==> src/rtl/led_counter_pkg.sv <==
// Shared helpers for the LED step counter: sizing of the frame prescaler.
package led_counter_pkg;

    // Bits needed to hold 0..prescale-1, never less than one bit.
    function automatic int prescale_width(input int prescale);
        return (prescale <= 1) ? 1 : $clog2(prescale);
    endfunction

endpackage

==> src/rtl/led_prescaler.sv <==
// Frame prescaler: counts clk edges 0..PRESCALE-1 and flags the terminal count.
module led_prescaler
    import led_counter_pkg::*;
#(
    parameter int PRESCALE = 30
) (
    input  logic clk,
    input  logic clr,
    output logic tick
);

    localparam int PW = prescale_width(PRESCALE);
    localparam logic [PW-1:0] TERMINAL = PW'(PRESCALE - 1);

    generate
        if (PRESCALE < 1) begin : g_bad_prescale
            $error("led_prescaler: PRESCALE must be at least 1");
        end
    endgenerate

    // With PRESCALE=1 the terminal count is 0, so the register stays at 0.
    logic [PW-1:0] cnt_reg = '0;
    logic [PW-1:0] cnt_next;

    always_comb begin
        cnt_next = cnt_reg + PW'(1);
        if (cnt_reg == TERMINAL) begin
            cnt_next = '0;
        end
    end

    always_ff @(posedge clk) begin
        if (clr) begin
            cnt_reg <= '0;
        end else begin
            cnt_reg <= cnt_next;
        end
    end

    assign tick = (cnt_reg == TERMINAL);

endmodule

==> src/rtl/led_counter.sv <==
// LED step counter: advances a WIDTH-bit count once every PRESCALE clk edges.
module led_counter
    import led_counter_pkg::*;
#(
    parameter int PRESCALE = 30,
    parameter int WIDTH    = 5
) (
    input  logic             clk,
    output logic [WIDTH-1:0] leds,
    input  logic             clr
);

    generate
        if (PRESCALE < 1) begin : g_bad_prescale
            $error("led_counter: PRESCALE must be at least 1");
        end
    endgenerate

    logic             tick;
    logic [WIDTH-1:0] count_reg = '0;
    logic [WIDTH-1:0] count_next;

    led_prescaler #(
        .PRESCALE(PRESCALE)
    ) u_prescaler (
        .clk (clk),
        .clr (clr),
        .tick(tick)
    );

    // Natural unsigned wrap from all-ones back to zero.
    always_comb begin
        count_next = count_reg;
        if (tick) begin
            count_next = count_reg + WIDTH'(1);
        end
    end

    always_ff @(posedge clk) begin
        if (clr) begin
            count_reg <= '0;
        end else begin
            count_reg <= count_next;
        end
    end

    // Bit WIDTH-1 drives LED1, bit 0 drives the last LED; straight from the register.
    genvar gi;
    generate
        for (gi = 0; gi < WIDTH; gi++) begin : g_led
            assign leds[gi] = count_reg[gi];
        end
    endgenerate

endmodule

==> config.mk <==
export PLATFORM = sky130hd
export DESIGN_NAME = led_counter
export DESIGN_NICKNAME = d
export VERILOG_FILES = /design/src/rtl/led_counter_pkg.sv /design/src/rtl/led_prescaler.sv /design/src/rtl/led_counter.sv
export SDC_FILE = /design/constraint.sdc
export NUM_CORES = 1
export LEC_CHECK = 0
export BUFFER_PORTS_ARGS = -buffer_cell sky130_fd_sc_hd__buf_4
export CAP_MARGIN = 20
export CORE_AREA = 4 4 41 43
export CTS_CLUSTER_DIAMETER = 40
export DETAILED_ROUTE_END_ITERATION = 10
export DIE_AREA = 0 0 45 47
export PLACE_DENSITY = 0.6
export SLEW_MARGIN = 20
export SYNTH_ARGS = -nofsm -noshare
export SYNTH_HDL_FRONTEND = slang
export SYNTH_SLANG_ARGS = --single-unit
==> constraint.sdc <==
create_clock -name clk -period 3.8 [get_ports clk]
set_input_delay 0.76 -clock clk [delete_from_list [all_inputs] [get_ports clk]]
set_output_delay 0.76 -clock clk [all_outputs]
set_load 0.02 [all_outputs]
==> flow_metrics.env <==
export IMPL_cts_repair_resized=0
export IMPL_hold_viol=0
export IMPL_finalWorstPathRequiredPeriod_ns=1.60
export IMPL_mappedNetlistNets=47
export IMPL_drt_antenna_violating_nets=0
export IMPL_clock_power_share_pct=44.3
export IMPL_tritoncts="yes"
export IMPL_max_slew_margin_pct=85.9
export IMPL_clk_transition_reported_paths_ns=0.06
export IMPL_cp_startpoint="leds[0]"
export IMPL_power_switching_w=0.0000440
export IMPL_drv_max_cap_violation_count=0
export IMPL_maximum_ir_drop_on_the_vdd_rail_mv=0.186
export IMPL_synth_warnings=0
export IMPL_r2r_cells=4
export IMPL_wirelength_um=691
export IMPL_fin_util_pct=39.5
export IMPL_setup_violations_final=0
export IMPL_gr_usage_all_layers_pct=8.17
export IMPL_worst_endpoint_required_ns=3.04
export IMPL_crit_slowest_cell="dfxtp_1"
export IMPL_vias=308
export IMPL_grt_antenna_before_repair=0
export IMPL_clock_skew_final_ns=0.00408
export IMPL_die_y_um=47
export IMPL_worst_path_dominant_cell_family="flip-flops"
export IMPL_core_area_um2=1300
export IMPL_status="completed"
export IMPL_grt_start_max_net_pins=10
export IMPL_globalplace_congestion=0.655
export IMPL_clk_path_buf_depth=2
export IMPL_synth_seq_cells=10
export IMPL_worst_pin_slew_ns=0.211
export IMPL_worstHoldPathType="flip-flop to flip-flop"
export IMPL_dp_final_hpwl_um=524
export IMPL_fmax_mhz=625
export IMPL_critPathArrivalTime_ns=0.84
export IMPL_dr_first_iter_drc_count=4
export IMPL_buffers_inverters_on_critical_path=1
export IMPL_worstSetupStartpointType="flip-flop"
export IMPL_critical_path_reg2reg_endpoint="leds[3]"
export IMPL_pwr_density_cell_nw_per_um2=415
export IMPL_floorplan_die_width_um=45
export IMPL_internal_power_w=0.000170
export IMPL_critPathKind="flip-flop to output pin"
export IMPL_start_util_pct=31.8
export IMPL_drt_pre_antenna_iters=2
export IMPL_slew_violations=0
export IMPL_seq_area_frac_synth_pct=48.3
export IMPL_fraction_of_synthesized_cell_area_taken_by_the_top_area_cell_type_pct=48.3
export IMPL_boundaryPins=7
export IMPL_netlist_cell_type_count=13
export IMPL_global_route_wire_length_before_repair_mm=1.22
export IMPL_design_die_area_um2=2120
export IMPL_finalCritPeriodShare_pct=42.1
export IMPL_netlist_area_um2=414
export IMPL_sw_frac_of_total_pct=20.6
export IMPL_postCtsSetupRepairBufs=0
export IMPL_post_synth_inst_count=42
export IMPL_tritoncts_num_sinks=10
export IMPL_final_setup_tns_ns=0
export IMPL_cp_cell_sequence="buf_4"
export IMPL_hold_buffers=0
export IMPL_final_net_count=58
export IMPL_synthTopCellsByArea="dfxtp_1 (48%), ha_1 (9.1%), nor2_1 (6.3%), xor2_1 (6.3%), nand4_4 (5.1%)"
export IMPL_avgViaCountPerCell=4.60
export IMPL_r2r_slack_ns=2.43
export IMPL_fillcell_total=148
export IMPL_rows=13
export IMPL_num_antenna_cells=0
export IMPL_first_global_vias=304
export IMPL_grt_remaining_overflow=0
export IMPL_worst_setup_path_end_kind="output pin"
export IMPL_critical_path_endpoint="leds[0]"
export IMPL_buffer_ports_inserted=6
export IMPL_post_synth_cell_area_avg_um2=9.86
export IMPL_power_share_combinational_pct=4.0
export IMPL_cp_slowest_stage_delay_ns=0.41
export IMPL_remaining_drc_errors=0
export IMPL_clkLatencyLatePin_ns=0.26
export IMPL_ctsHtreeMaxLevel=1
export IMPL_reg2reg_from="u_prescaler.cnt_reg[0]"
export IMPL_clock_root_buffer="clkbuf_4"
export IMPL_crit_cells=1
export IMPL_multi_input_area_um2=206
export IMPL_routedWlPerCell_um=10.3
export IMPL_drive_above_1_share_pct=21.2
export IMPL_total_leakage_power_nw=0.225
export IMPL_layout_area_seq_um2=200
export IMPL_dominant_cell_type_by_area_after_synthesis="dfxtp_1"
export IMPL_critical_path_max_fanout=4
export IMPL_rsz0062_at_grt="false"
export IMPL_power_sequential_fraction_pct=51.7
export IMPL_cts_made_buffers=3
export IMPL_area_growth_syn_to_layout_pct=24.2
-- synthesized netlist by cell type --
cell and count:
dfxtp_1 10, nor2_1 7, nand3_1 4, a21oi_1 3, ha_1 3, o21ai_0 3
or3_1 3, xor2_1 3, inv_1 2, mux2i_1 1, nand4_4 1, or2b_1 1
xnor2_1 1
-- area by class of cell --
class | count | area share, %
well taps | 15 | 3.65
repair buffers | 6 | 8.76
flip-flops and latches | 10 | 38.9
inverters | 2 | 1.46
multi-input cells | 30 | 40.1
clock buffers | 4 | 7.06
-- cell usage in the layout (no fill, tap or decap) --
cell,instances
or2b_1,1
a21oi_1,3
inv_1,2
or3_1,3
clkbuf_4,3
clkbuf_8,1
o21ai_0,3
xnor2_1,1
xor2_1,3
nor2_1,7
buf_4,6
dfxtp_1,10
nand3_1,4
ha_1,3
mux2i_1,1
nand4_4,1
-- cell families (layout without fill, tap and decap cells) --
kind of cell,count (synthesis),in the layout,share of synthesized area [%]
adder cells (fa/ha/maj),3,3,9.06
buffers and inverters,2,12,1.81
AND/OR/NAND/NOR,16,16,22.7
XOR/XNOR,4,4,8.46
flip-flops,10,10,48.3
multiplexers,1,1,2.42
AO/OA/AOI/OAI,6,6,7.25
-- power groups by stage --
stage,sequential [W],combinational [W],clock (W)
6_report,0.000110,0.00000856,0.0000946
5_1_grt,0.000111,0.00000958,0.0000998
4_1_cts,0.000110,0.00000871,0.0000961
3_5_place_dp,0.000113,0.00000862,0
3_3_place_gp,0.000113,0.00000823,0
2_1_floorplan,0.000112,0.00000569,0
-- worst min path at each step --
stage | slack [ns] | depth (start not counted) | startpoint | end
6_report | 0.48 | 1 | u_prescaler.cnt_reg[0] | u_prescaler.cnt_reg[0]
5_1_grt | 0.51 | 1 | u_prescaler.cnt_reg[0] | u_prescaler.cnt_reg[0]
4_1_cts | 0.48 | 1 | u_prescaler.cnt_reg[0] | u_prescaler.cnt_reg[0]
3_5_place_dp | 0.47 | 1 | u_prescaler.cnt_reg[0] | u_prescaler.cnt_reg[0]
3_3_place_gp | 0.47 | 1 | u_prescaler.cnt_reg[0] | u_prescaler.cnt_reg[0]
2_1_floorplan | 0.43 | 1 | u_prescaler.cnt_reg[0] | u_prescaler.cnt_reg[0]
-- per-layer routing --
metal	vias to the layer above	global-route usage, %	wire length (um)
met1	135	10.8	377
met4	0	7.02	9
met2	8	11.3	278
met3	2	1.53	25
met5	-	0	0
li1	163	-	-
-- per-stage QoR --
step                      setup WS (ns)  cell area (um^2)  cells  hold slack (ns)  total power (W)
after floorplan                    2.55               414     42            0.434         0.000118
after global placement             2.46               478     63            0.466         0.000121
after detailed placement           2.44               478     63            0.467         0.000121
after CTS                          2.20               514     67            0.481         0.000215
after global routing               2.17               514     67            0.514         0.000220
final                              2.20               514     67            0.480         0.000214
Note: power is estimated with default switching activity, not from simulation.
